File: src/rtl/projectile_pkg.sv
// Shared types and the turret angle table for the projectile engine.
package projectile_pkg;

    typedef logic [3:0]        angle_idx_t;
    typedef logic signed [3:0] vel_t;
    typedef logic [9:0]        pos_t;
    // Velocity after SPEED scaling; 5 bits holds +/-14 for SPEED up to 7.
    typedef logic signed [4:0] svel_t;

    localparam angle_idx_t MAX_ANGLE = 4'd8;

    // Unit step per angle index, returned as {dx, dy}; screen Y grows downward.
    function automatic logic [7:0] angle_table(input angle_idx_t idx);
        vel_t dx;
        vel_t dy;
        case (idx)
            4'd0:    begin dx = 4'sd0; dy = -4'sd2; end
            4'd1:    begin dx = 4'sd1; dy = -4'sd2; end
            4'd2:    begin dx = 4'sd2; dy = -4'sd2; end
            4'd3:    begin dx = 4'sd2; dy = -4'sd1; end
            4'd4:    begin dx = 4'sd2; dy = 4'sd0;  end
            4'd5:    begin dx = 4'sd2; dy = 4'sd1;  end
            4'd6:    begin dx = 4'sd2; dy = 4'sd2;  end
            4'd7:    begin dx = 4'sd1; dy = 4'sd2;  end
            default: begin dx = 4'sd0; dy = 4'sd2;  end
        endcase
        return {dx, dy};
    endfunction

endpackage

File: src/rtl/projectile_engine_if.sv
// Fire request handshake and per-slot kill lines into the projectile engine.
interface projectile_engine_if
    import projectile_pkg::*;
#(
    parameter int unsigned NUM_SHOTS = 4
);
    logic                 fire_valid;
    logic                 fire_ready;
    angle_idx_t           fire_angle;
    pos_t                 launch_x;
    pos_t                 launch_y;
    logic [NUM_SHOTS-1:0] kill;

    modport master (
        output fire_valid, fire_angle, launch_x, launch_y, kill,
        input  fire_ready
    );

    modport slave (
        input  fire_valid, fire_angle, launch_x, launch_y, kill,
        output fire_ready
    );
endinterface

File: src/rtl/projectile_slot.sv
// One projectile slot: position/velocity registers, edge reflection, bounce budget.
module projectile_slot
    import projectile_pkg::*;
#(
    parameter int unsigned SCREEN_W    = 640,
    parameter int unsigned SCREEN_H    = 480,
    parameter int unsigned SPRITE_W    = 40,
    parameter int unsigned SPRITE_H    = 10,
    parameter int unsigned SPEED       = 1,
    parameter int unsigned MAX_BOUNCES = 3
) (
    input  logic       frame_clk,
    input  logic       Reset,
    input  logic       step,
    input  logic       load,
    input  angle_idx_t angle,
    input  pos_t       lx,
    input  pos_t       ly,
    input  logic       kill,
    output logic       active,
    output pos_t       x,
    output pos_t       y,
    output logic       vx_neg,
    output logic       vy_neg,
    output logic       bounce_pulse,
    output logic       retire_pulse
);
    localparam logic signed [11:0] X_MAX     = 12'(SCREEN_W - SPRITE_W);
    localparam logic signed [11:0] Y_MAX     = 12'(SCREEN_H - SPRITE_H);
    localparam svel_t              SPEED_S   = svel_t'(SPEED);
    localparam logic [3:0]         BNC_LIMIT = 4'(MAX_BOUNCES);

    logic       active_q, bounce_q, retire_q;
    pos_t       x_q, y_q;
    svel_t      dx_q, dy_q;
    logic [3:0] bnc_q;

    angle_idx_t         angle_c;
    logic [7:0]         entry;
    svel_t              ld_dx, ld_dy;
    logic signed [11:0] nx, ny;
    pos_t               x_d, y_d;
    svel_t              dx_d, dy_d;
    logic               refl_x, refl_y;

    // Launch velocity lookup and candidate next position with edge reflection.
    always_comb begin
        angle_c = (angle > MAX_ANGLE) ? MAX_ANGLE : angle;
        entry   = angle_table(angle_c);
        ld_dx   = $signed({entry[7], entry[7:4]}) * SPEED_S;
        ld_dy   = $signed({entry[3], entry[3:0]}) * SPEED_S;

        nx = $signed({2'b00, x_q}) + $signed({{7{dx_q[4]}}, dx_q});
        ny = $signed({2'b00, y_q}) + $signed({{7{dy_q[4]}}, dy_q});

        x_d    = nx[9:0];
        dx_d   = dx_q;
        refl_x = 1'b0;
        if (nx < 0) begin
            x_d    = '0;
            dx_d   = -dx_q;
            refl_x = 1'b1;
        end else if (nx > X_MAX) begin
            x_d    = X_MAX[9:0];
            dx_d   = -dx_q;
            refl_x = 1'b1;
        end

        y_d    = ny[9:0];
        dy_d   = dy_q;
        refl_y = 1'b0;
        if (ny < 0) begin
            y_d    = '0;
            dy_d   = -dy_q;
            refl_y = 1'b1;
        end else if (ny > Y_MAX) begin
            y_d    = Y_MAX[9:0];
            dy_d   = -dy_q;
            refl_y = 1'b1;
        end
    end

    // Slot state: load beats everything (only free slots load), then kill, then step.
    always_ff @(posedge frame_clk or negedge Reset) begin
        if (!Reset) begin
            active_q <= 1'b0;
            bounce_q <= 1'b0;
            retire_q <= 1'b0;
            x_q      <= '0;
            y_q      <= '0;
            dx_q     <= '0;
            dy_q     <= '0;
            bnc_q    <= '0;
        end else begin
            bounce_q <= 1'b0;
            retire_q <= 1'b0;
            if (load) begin
                active_q <= 1'b1;
                x_q      <= lx;
                y_q      <= ly;
                dx_q     <= ld_dx;
                dy_q     <= ld_dy;
                bnc_q    <= '0;
            end else if (kill && active_q) begin
                active_q <= 1'b0;
                retire_q <= 1'b1;
            end else if (step && active_q) begin
                if ((refl_x || refl_y) && (bnc_q == BNC_LIMIT)) begin
                    // Budget spent: the edge contact retires the shot, position holds.
                    active_q <= 1'b0;
                    retire_q <= 1'b1;
                end else begin
                    x_q  <= x_d;
                    y_q  <= y_d;
                    dx_q <= dx_d;
                    dy_q <= dy_d;
                    if (refl_x || refl_y) begin
                        bnc_q    <= bnc_q + 4'd1;
                        bounce_q <= 1'b1;
                    end
                end
            end
        end
    end

    assign active       = active_q;
    assign x            = x_q;
    assign y            = y_q;
    assign vx_neg       = dx_q[4];
    assign vy_neg       = dy_q[4];
    assign bounce_pulse = bounce_q;
    assign retire_pulse = retire_q;

endmodule

File: src/rtl/projectile_engine.sv
// Multi-shot projectile engine: lowest-free-slot allocator and output packing.
module projectile_engine
    import projectile_pkg::*;
#(
    parameter int unsigned NUM_SHOTS   = 4,
    parameter int unsigned SCREEN_W    = 640,
    parameter int unsigned SCREEN_H    = 480,
    parameter int unsigned SPRITE_W    = 40,
    parameter int unsigned SPRITE_H    = 10,
    parameter int unsigned SPEED       = 1,
    parameter int unsigned MAX_BOUNCES = 3
) (
    input  logic                    frame_clk,
    input  logic                    Reset,
    input  logic                    step,
    projectile_engine_if.slave      fire,
    output logic [NUM_SHOTS-1:0]    shot_active,
    output logic [10*NUM_SHOTS-1:0] shot_x,
    output logic [10*NUM_SHOTS-1:0] shot_y,
    output logic [NUM_SHOTS-1:0]    shot_vx_neg,
    output logic [NUM_SHOTS-1:0]    shot_vy_neg,
    output logic [NUM_SHOTS-1:0]    bounce_pulse,
    output logic [NUM_SHOTS-1:0]    retire_pulse
);
    logic                 ready_en_q;
    logic [NUM_SHOTS-1:0] grant;
    logic [NUM_SHOTS-1:0] load;
    logic                 found;

    // Holds fire_ready low through reset and for the first edge afterwards.
    always_ff @(posedge frame_clk or negedge Reset) begin
        if (!Reset) begin
            ready_en_q <= 1'b0;
        end else begin
            ready_en_q <= 1'b1;
        end
    end

    assign fire.fire_ready = ready_en_q & (|(~shot_active));

    // Lowest-index free slot, from the pre-kill mask so a killed slot is not reused this cycle.
    always_comb begin
        grant = '0;
        found = 1'b0;
        for (int i = 0; i < NUM_SHOTS; i++) begin
            if (!shot_active[i] && !found) begin
                grant[i] = 1'b1;
                found    = 1'b1;
            end
        end
        load = (fire.fire_valid && fire.fire_ready) ? grant : '0;
    end

    for (genvar i = 0; i < NUM_SHOTS; i++) begin : g_slot
        projectile_slot #(
            .SCREEN_W    (SCREEN_W),
            .SCREEN_H    (SCREEN_H),
            .SPRITE_W    (SPRITE_W),
            .SPRITE_H    (SPRITE_H),
            .SPEED       (SPEED),
            .MAX_BOUNCES (MAX_BOUNCES)
        ) u_slot (
            .frame_clk    (frame_clk),
            .Reset        (Reset),
            .step         (step),
            .load         (load[i]),
            .angle        (fire.fire_angle),
            .lx           (fire.launch_x),
            .ly           (fire.launch_y),
            .kill         (fire.kill[i]),
            .active       (shot_active[i]),
            .x            (shot_x[10*i +: 10]),
            .y            (shot_y[10*i +: 10]),
            .vx_neg       (shot_vx_neg[i]),
            .vy_neg       (shot_vy_neg[i]),
            .bounce_pulse (bounce_pulse[i]),
            .retire_pulse (retire_pulse[i])
        );
    end

endmodule

File: src/flat_wrapper.sv
// flat-port wrapper written by rule: the top's interface ports become plain ports
module projectile_engine_flat import projectile_pkg::*;
#(
    parameter int unsigned NUM_SHOTS   = 4,
    parameter int unsigned SCREEN_W    = 640,
    parameter int unsigned SCREEN_H    = 480,
    parameter int unsigned SPRITE_W    = 40,
    parameter int unsigned SPRITE_H    = 10,
    parameter int unsigned SPEED       = 1,
    parameter int unsigned MAX_BOUNCES = 3
)
  (frame_clk, Reset, step, shot_active, shot_x, shot_y, shot_vx_neg, shot_vy_neg, bounce_pulse, retire_pulse, fire_fire_valid, fire_fire_angle, fire_launch_x, fire_launch_y, fire_kill, fire_fire_ready);
  projectile_engine_if #(.NUM_SHOTS(NUM_SHOTS)) fire_i ();
  input  logic frame_clk;
  input  logic Reset;
  input  logic step;
  output logic [NUM_SHOTS-1:0] shot_active;
  output logic [10*NUM_SHOTS-1:0] shot_x;
  output logic [10*NUM_SHOTS-1:0] shot_y;
  output logic [NUM_SHOTS-1:0] shot_vx_neg;
  output logic [NUM_SHOTS-1:0] shot_vy_neg;
  output logic [NUM_SHOTS-1:0] bounce_pulse;
  output logic [NUM_SHOTS-1:0] retire_pulse;
  input wire logic [$bits(fire_i.fire_valid)-1:0] fire_fire_valid;
  input wire logic [$bits(fire_i.fire_angle)-1:0] fire_fire_angle;
  input wire logic [$bits(fire_i.launch_x)-1:0] fire_launch_x;
  input wire logic [$bits(fire_i.launch_y)-1:0] fire_launch_y;
  input wire logic [$bits(fire_i.kill)-1:0] fire_kill;
  output wire logic [$bits(fire_i.fire_ready)-1:0] fire_fire_ready;
  assign fire_i.fire_valid = fire_fire_valid;
  assign fire_i.fire_angle = fire_fire_angle;
  assign fire_i.launch_x = fire_launch_x;
  assign fire_i.launch_y = fire_launch_y;
  assign fire_i.kill = fire_kill;
  assign fire_fire_ready = fire_i.fire_ready;
  projectile_engine #(.NUM_SHOTS(NUM_SHOTS), .SCREEN_W(SCREEN_W), .SCREEN_H(SCREEN_H), .SPRITE_W(SPRITE_W), .SPRITE_H(SPRITE_H), .SPEED(SPEED), .MAX_BOUNCES(MAX_BOUNCES)) u_core (.frame_clk(frame_clk), .Reset(Reset), .step(step), .fire(fire_i), .shot_active(shot_active), .shot_x(shot_x), .shot_y(shot_y), .shot_vx_neg(shot_vx_neg), .shot_vy_neg(shot_vy_neg), .bounce_pulse(bounce_pulse), .retire_pulse(retire_pulse));
endmodule
File: config.mk
export PLATFORM = sky130hd
export DESIGN_NAME = projectile_engine_flat
export DESIGN_NICKNAME = d
export VERILOG_FILES = /design/src/rtl/projectile_pkg.sv /design/src/rtl/projectile_engine_if.sv /design/src/rtl/projectile_slot.sv /design/src/rtl/projectile_engine.sv /design/src/flat_wrapper.sv
export SDC_FILE = /design/constraint.sdc
export NUM_CORES = 1
export LEC_CHECK = 0
export CAP_MARGIN = 25
export CORE_AREA = 2 2 179 181
export CTS_BUF_LIST = sky130_fd_sc_hd__clkbuf_2
export CTS_CLUSTER_SIZE = 10
export DETAILED_ROUTE_END_ITERATION = 8
export DIE_AREA = 0 0 181 183
export GPL_ROUTABILITY_DRIVEN = 1
export PLACE_DENSITY_LB_ADDON = 0.05
export SLEW_MARGIN = 25
export SYNTH_ARGS = -nofsm -noshare
export SYNTH_HDL_FRONTEND = slang
export SYNTH_SLANG_ARGS = --single-unit
File: constraint.sdc
create_clock -name frame_clk -period 8.3 [get_ports frame_clk]
set_input_delay 2.49 -clock frame_clk [delete_from_list [all_inputs] [get_ports frame_clk]]
set_output_delay 2.49 -clock frame_clk [all_outputs]
set_load 0.01 [all_outputs]
# Yosys cells after proc, flatten, opt, wreduce, memory -nomap -nowiden
# Memory sizes are Yosys's and may differ from the RTL's.
# Index checks and enable logic that the tools add are counted.
# classes
add_sub_neg	20
order_cmp	17
eq_ne	12
muxes	196
bitwise	2
n_reduce_logical	70
# op_table
cell	count
two-way mux 10 bit	48
two-way mux 5 bit	48
adder 11 x 5 -> 12 bit	8
< comparator 12 x 1 -> 1 bit (second input constant)	8
two-way mux 4 bit	22
two-way mux 1 bit	74
greater-than comparator 12 x 10 -> 1 bit (second input constant)	4
greater-than comparator 12 x 11 -> 1 bit (second input constant)	4
AND reduction 4 bit	12
nonzero test 3 bit	16
negation 5 bit	8
two-way mux 8 bit	4
adder 4 x 1 -> 4 bit (second input constant)	4
equality test 4 x 2 -> 1 bit (second input constant)	4
logical AND 1 bit	16
!= test 2 x 1 -> 1 bit (second input constant)	8
nonzero test 2 bit	8
AND reduction 3 bit	4
AND reduction 2 bit	4
zero test 1 bit	5
greater-than comparator 4 bit (second input constant)	1
logical OR 1 bit	4
inverter 4 bit	1
OR reduction 4 bit	1
AND 1 bit	1
# totals
ff_bits	149
romBits	192
input_bits	32
out_inout_bits	101
word_cells	354
n_memories	4
# mem_list
memory	words	width	read_ports	rd_clocked_by_memory_dff	wr	line_no	rtl
(no name shown)	8	6	1	0	0	projectile_pkg.sv:16	case (idx)
(no name shown)	8	6	1	0	0	projectile_pkg.sv:16	
(no name shown)	8	6	1	0	0	projectile_pkg.sv:16	
(no name shown)	8	6	1	0	0	projectile_pkg.sv:16	

# Logic depth before layout (Yosys ltp)
# logic_depth
word_depth	12
ltp_mapped	14
ltp_nobuf	12

# Cells and area by module
# From an unflattened synthesis, not the netlist that was laid out.
# hier_totals
hier_cells	1619
hier_area_um2	13654.3
# modules_own_cells
module	instances	cells_per_inst	area_each_um2	seq_area_each_um2
projectile_slot at u_core.g_slot[0].u_slot ...	2	417	3473.3	925.9
projectile_slot at u_core.g_slot[3].u_slot	1	406	3402.0	925.9
projectile_slot at u_core.g_slot[1].u_slot	1	369	3221.8	925.9
projectile_engine	1	10	83.8	25.0

# Least setup slack after synthesis
# No wires, ideal clock.
# synth_timing
path_kind	input to register
start	input port step
end	register u_core.g_slot[3].u_slot.bnc_q[3]
setup_time_ns	0.142
arrival_time_ns	3.915
t_required_ns	8.158
setup_slack_ns	4.243
path_stages	8
n_path_buf	2
path_cell_list	clkbuf_1 -> inv_1 -> or2_2 -> clkbuf_1 -> nor2_1 -> o31ai_2 -> o211ai_1 -> o31ai_1
# synth_via
elab_chain_cells	3
# synth_lines
item	line_no	rtl
start: declaration	flat_wrapper.sv:16	input logic step;
logical AND 1 bit	projectile_slot.sv:107	end else if (step && active_q) begin
nonzero test 2 bit (no line)	n/a	
AND reduction 4 bit (no line)	n/a	
end signal: assignment	projectile_slot.sv:118	bnc_q <= bnc_q + 4'd1;
end: declaration	projectile_slot.sv:36	logic [3:0] bnc_q;
# Every way passes these cells.
# A chain may end at the register's enable or synchronous reset.

# Worst setup path after layout
# layout_timing
start	register u_core.g_slot[2].u_slot.active_q
end	output port fire_fire_ready
# layout_via
elab_chain_cells	3
# layout_lines
item	line_no	rtl
start: declaration	projectile_slot.sv:33	logic active_q, bounce_q, retire_q;
start signal: assignment	projectile_slot.sv:86	active_q <= 1'b0;
start signal: assignment	projectile_slot.sv:98	active_q <= 1'b1;
start signal: assignment	projectile_slot.sv:105	active_q <= 1'b0;
inverter 4 bit	projectile_engine.sv:39	assign fire.fire_ready = ready_en_q & (|(~shot_active));
OR reduction 4 bit	projectile_engine.sv:39	
AND 1 bit	projectile_engine.sv:39	
end: declaration	flat_wrapper.sv:29	output wire logic [$bits(fire_i.fire_ready)-1:0] fire_fire_ready;
# Every way passes these cells.

==> summary.json <==
{
  "yosys": {
    "synthMostInstantiatedCell": "sky130_fd_sc_hd__dfrtp_1",
    "synthesis.area_per_instance_um2": 8.47,
    "yosys-top-cells-area": "sky130_fd_sc_hd__dfrtp_1, sky130_fd_sc_hd__ha_1, sky130_fd_sc_hd__nor2_1",
    "synth.top_cell.area_share_pct": 30.2,
    "synthTopCellsByCount": "sky130_fd_sc_hd__dfrtp_1, sky130_fd_sc_hd__nor2_1, sky130_fd_sc_hd__nand2_1",
    "postSynthRegisterBits": 149,
    "synthDistinctLibCells": 87,
    "yosys_warnings": 0,
    "synth_async_sr_flop_share_pct": 100,
    "synth-edff-count": 0,
    "synthFlopType": "sky130_fd_sc_hd__dfrtp_1",
    "synth_top_cell_by_area": "sky130_fd_sc_hd__dfrtp_1",
    "syn_nets": 1597,
    "syn-cell-area_mm2": 0.0123,
    "synth_sequential_area_ratio_pct": 30.2,
    "synthesis.instances": 1457
  },
  "placement": {
    "postPlaceCellArea_mm2": 0.0139,
    "number_of_i_o_port_buffers": 132,
    "gp_congestion": 0.855,
    "dp_hpwl_um": 28900
  },
  "power": {
    "pwr_density_cell_mw_per_mm2": 332,
    "proportion_of_total_power_due_to_net_switching_pct": 49.2,
    "share_seq_of_total_power_pct": 24.9,
    "p_clk_share_pct": 9.3,
    "finalPower_mw": 4.70,
    "combinationalPowerShare_pct": 65.8,
    "p_sw_mw": 2.31,
    "p_int_mw": 2.39,
    "vdd_drop_max_mv": 0.199,
    "leakage_nw": 6.09
  },
  "timing": {
    "period_share_pct": 60.8,
    "drv_slew": 0,
    "final_setup_violation_count": 0,
    "clock_skew_ns": 0.0503,
    "setup_total_negative_slack_ns": 0,
    "grt_setup_unrepaired": "false",
    "worst_hold_slack_ns": 0.500,
    "timing.final.hold_violations": 0,
    "timing.max_slew.rel_slack_pct": 37.7,
    "fin_crit_ns": 5.05,
    "fmax_ghz": 0.198,
    "worst_slew_pin_slew_ns": 0.934
  },
  "route": {
    "drc": 0,
    "wirelength_um": 39900,
    "initialDrtViolationCount": 783,
    "drt_pre_antenna_iters": 5,
    "wl_per_cell_um": 20.3,
    "drt-vias-per-instance": 5.90,
    "routed-via-count": 11600,
    "ant_nets": 0
  },
  "cells_and_area": {
    "filler_cell_count": 3188,
    "layout_nets": 1690,
    "drive_above_1_share_pct": 4.67,
    "finalCoreUtilization_pct": 45.4,
    "syn_to_layout_area_delta_pct": 14.8,
    "final_cell_area_mm2": 0.0142
  },
  "global_route": {
    "wire_length_of_the_first_global_routing_pass_um": 63000,
    "grt_max_degree": 95,
    "grt_pass1_vias": 10900,
    "grt_overflow_total": 0,
    "grt_usage_pct": 24.2,
    "antenna_found_initial": 3
  },
  "clocking": {
    "post_cts_resized": 0,
    "path_clk_slew_ns": 0.25,
    "post_cts_buffers": 0,
    "master_cell_of_the_clock_root_buffer": "sky130_fd_sc_hd__clkbuf_2",
    "htree_levels": 4,
    "cts.hold.buffers_added": 0,
    "cts_inserted_buffers": 17,
    "max-clock-path-buffers": 2,
    "tritoncts": "done",
    "cts_num_sinks": 149,
    "clock_insertion_delay_worst_skew_ns": 0.80
  },
  "setup_path": {
    "number_of_buffer_and_inverter_instances_along_the_worst_setup_path": 1,
    "worstPathRequired_ns": 5.81,
    "slowest_stage": "sky130_fd_sc_hd__clkdlybuf4s50_1",
    "critPathMaxFanout": 10,
    "critical_path_class": "reg2out",
    "critical_path.startpoint_type": "flip-flop",
    "crit_path_max_incr_delay_ns": 0.66,
    "worstPathArrival_ns": 2.56,
    "cp_cell_sequence": "and3_1 > a21boi_0 > clkdlybuf4s50_1",
    "timing.critical_path.to_type": "primary output",
    "critical_path.top_delay_family": "buffers and inverters",
    "regToRegSetupSlack_ns": 3.72
  },
  "outcome": {
    "outcome": "finished clean"
  },
  "run": {
    "max_cap_violations": 0
  },
  "floorplan": {
    "floorplan.die_area_mm2": 0.0331,
    "dieHeight_um": 183,
    "initial_core_util_pct": 39.5,
    "floorplan.die.width_um": 181,
    "pin_count": 133,
    "placementRows": 65,
    "core_area_mm2": 0.0312
  },
  "worst_hold_path": {
    "hp-class": "reg2reg"
  }
}
==> worst reg2reg max path: stages, from the launching register on <==
cell and delay (ns):
sky130_fd_sc_hd__dfrtp_1 0.51, sky130_fd_sc_hd__ha_1 0.24, sky130_fd_sc_hd__inv_1 0.07, sky130_fd_sc_hd__fa_1 0.41, sky130_fd_sc_hd__nor2b_1 0.18, sky130_fd_sc_hd__o31a_1 0.23, sky130_fd_sc_hd__o31ai_1 0.12, sky130_fd_sc_hd__a221oi_1 0.45
sky130_fd_sc_hd__nor2_1 0.17, sky130_fd_sc_hd__mux2i_1 0.59, sky130_fd_sc_hd__a41o_1 0.84, sky130_fd_sc_hd__buf_4 0.40, sky130_fd_sc_hd__o21ai_1 0.11, sky130_fd_sc_hd__a32o_1 0.21
==> logic make-up after synthesis <==
| group | Yosys count | share of synthesized area, % |
|---|---|---|
| other | 1 | 0.0304 |
| AND/OR/NAND/NOR | 482 | 19.3 |
| adder cells (fa/ha/maj) | 108 | 11.4 |
| XOR/XNOR | 63 | 4.47 |
| multiplexers | 26 | 2.12 |
| flip-flops | 149 | 30.2 |
| buffers and inverters | 150 | 5.33 |
| AO/OA/AOI/OAI | 478 | 27.1 |
==> per-layer routing <==
layer / GRT usage [%] / wire length (µm) / up-vias
li1: - / - / 5630
met1: 35.2 / 19600 / 5672
met2: 38.8 / 17900 / 273
met3: 3.22 / 1990 / 21
met4: 4.62 / 387 / 0
met5: 0 / 0 / -
==> layout by cell type (no fill, tap or decap), drive strengths merged, types with 19 or more instances in the layout <==
| master | n |
|---|---|
| o211ai | 24 |
| nor3 | 38 |
| o21ai | 95 |
| xor2 | 25 |
| o21a | 20 |
| ha | 100 |
| a21o | 19 |
| nand2 | 111 |
| mux2i | 25 |
| nor2 | 141 |
| and2 | 21 |
| a21oi | 90 |
| clkdlybuf4s50 | 131 |
| xnor2 | 38 |
| a211oi | 35 |
| nand2b | 19 |
| a31oi | 20 |
| nor2b | 22 |
| a221o | 22 |
| inv | 85 |
| dfrtp | 149 |
| nand3 | 32 |
==> sequential cells by signal, indices dropped and copies added (netlist names) <==
register                           flops
u_core.g_slot.u_slot.x                40
u_core.g_slot.u_slot.y                40
u_core.g_slot.u_slot.dx_q             20
u_core.g_slot.u_slot.dy_q             20
u_core.g_slot.u_slot.bnc_q            16
u_core.g_slot.u_slot.active            4
u_core.g_slot.u_slot.bounce_pulse      4
u_core.g_slot.u_slot.retire_pulse      4
u_core.ready_en_q                      1
==> power groups by stage <==
| stage | sequential (mW) | clock (mW) | combinational, mW |
|---|---|---|---|
| finish | 1.17 | 0.437 | 3.09 |
| global route | 1.20 | 0.480 | 3.45 |
| CTS | 1.17 | 0.453 | 3.08 |
| detailed placement | 1.19 | 0 | 3.06 |
| global placement | 1.19 | 0 | 3.04 |
| floorplan | 1.15 | 0 | 2.17 |
==> final timing paths <==
check                                            startpoint                          endpoint  cells past startpoint
max reg2reg                 u_core.g_slot[1].u_slot.dx_q[0]   u_core.g_slot[1].u_slot.dx_q[2]                     13
max in group asynchronous                             Reset   u_core.g_slot[1].u_slot.dy_q[3]                      2
min in group asynchronous                             Reset      u_core.g_slot[0].u_slot.y[7]                      1
min reg2reg                u_core.g_slot[1].u_slot.bnc_q[3]  u_core.g_slot[1].u_slot.bnc_q[3]                      1
max                          u_core.g_slot[2].u_slot.active                   fire_fire_ready                      3
min                        u_core.g_slot[1].u_slot.bnc_q[3]  u_core.g_slot[1].u_slot.bnc_q[3]                      1
==> through the flow <==
| step | std cells | worst slack, ns |
|---|---|---|
| 4_1_cts | 1963 | 3.14 |
| 2_1_floorplan | 1457 | 4.24 |
| 6_report | 1967 | 3.25 |
| 3_3_place_gp | 1931 | 2.89 |
| 5_1_grt | 1966 | 3.05 |
| 3_5_place_dp | 1931 | 2.80 |
==> area by class of cell <==
type | instances | area, µm² | share of cell area (%)
antenna | 2 | 5.00 | 0.0353
inverter | 79 | 297 | 2.09
timing repair buffer | 145 | 1430 | 10.1
tap | 402 | 503 | 3.55
multi-input combinational | 1158 | 7970 | 56.3
sequential | 149 | 3730 | 26.3
clock inverter | 15 | 148 | 1.04
clock buffer | 17 | 85.1 | 0.600
Power figures use the tool's default switching activity.
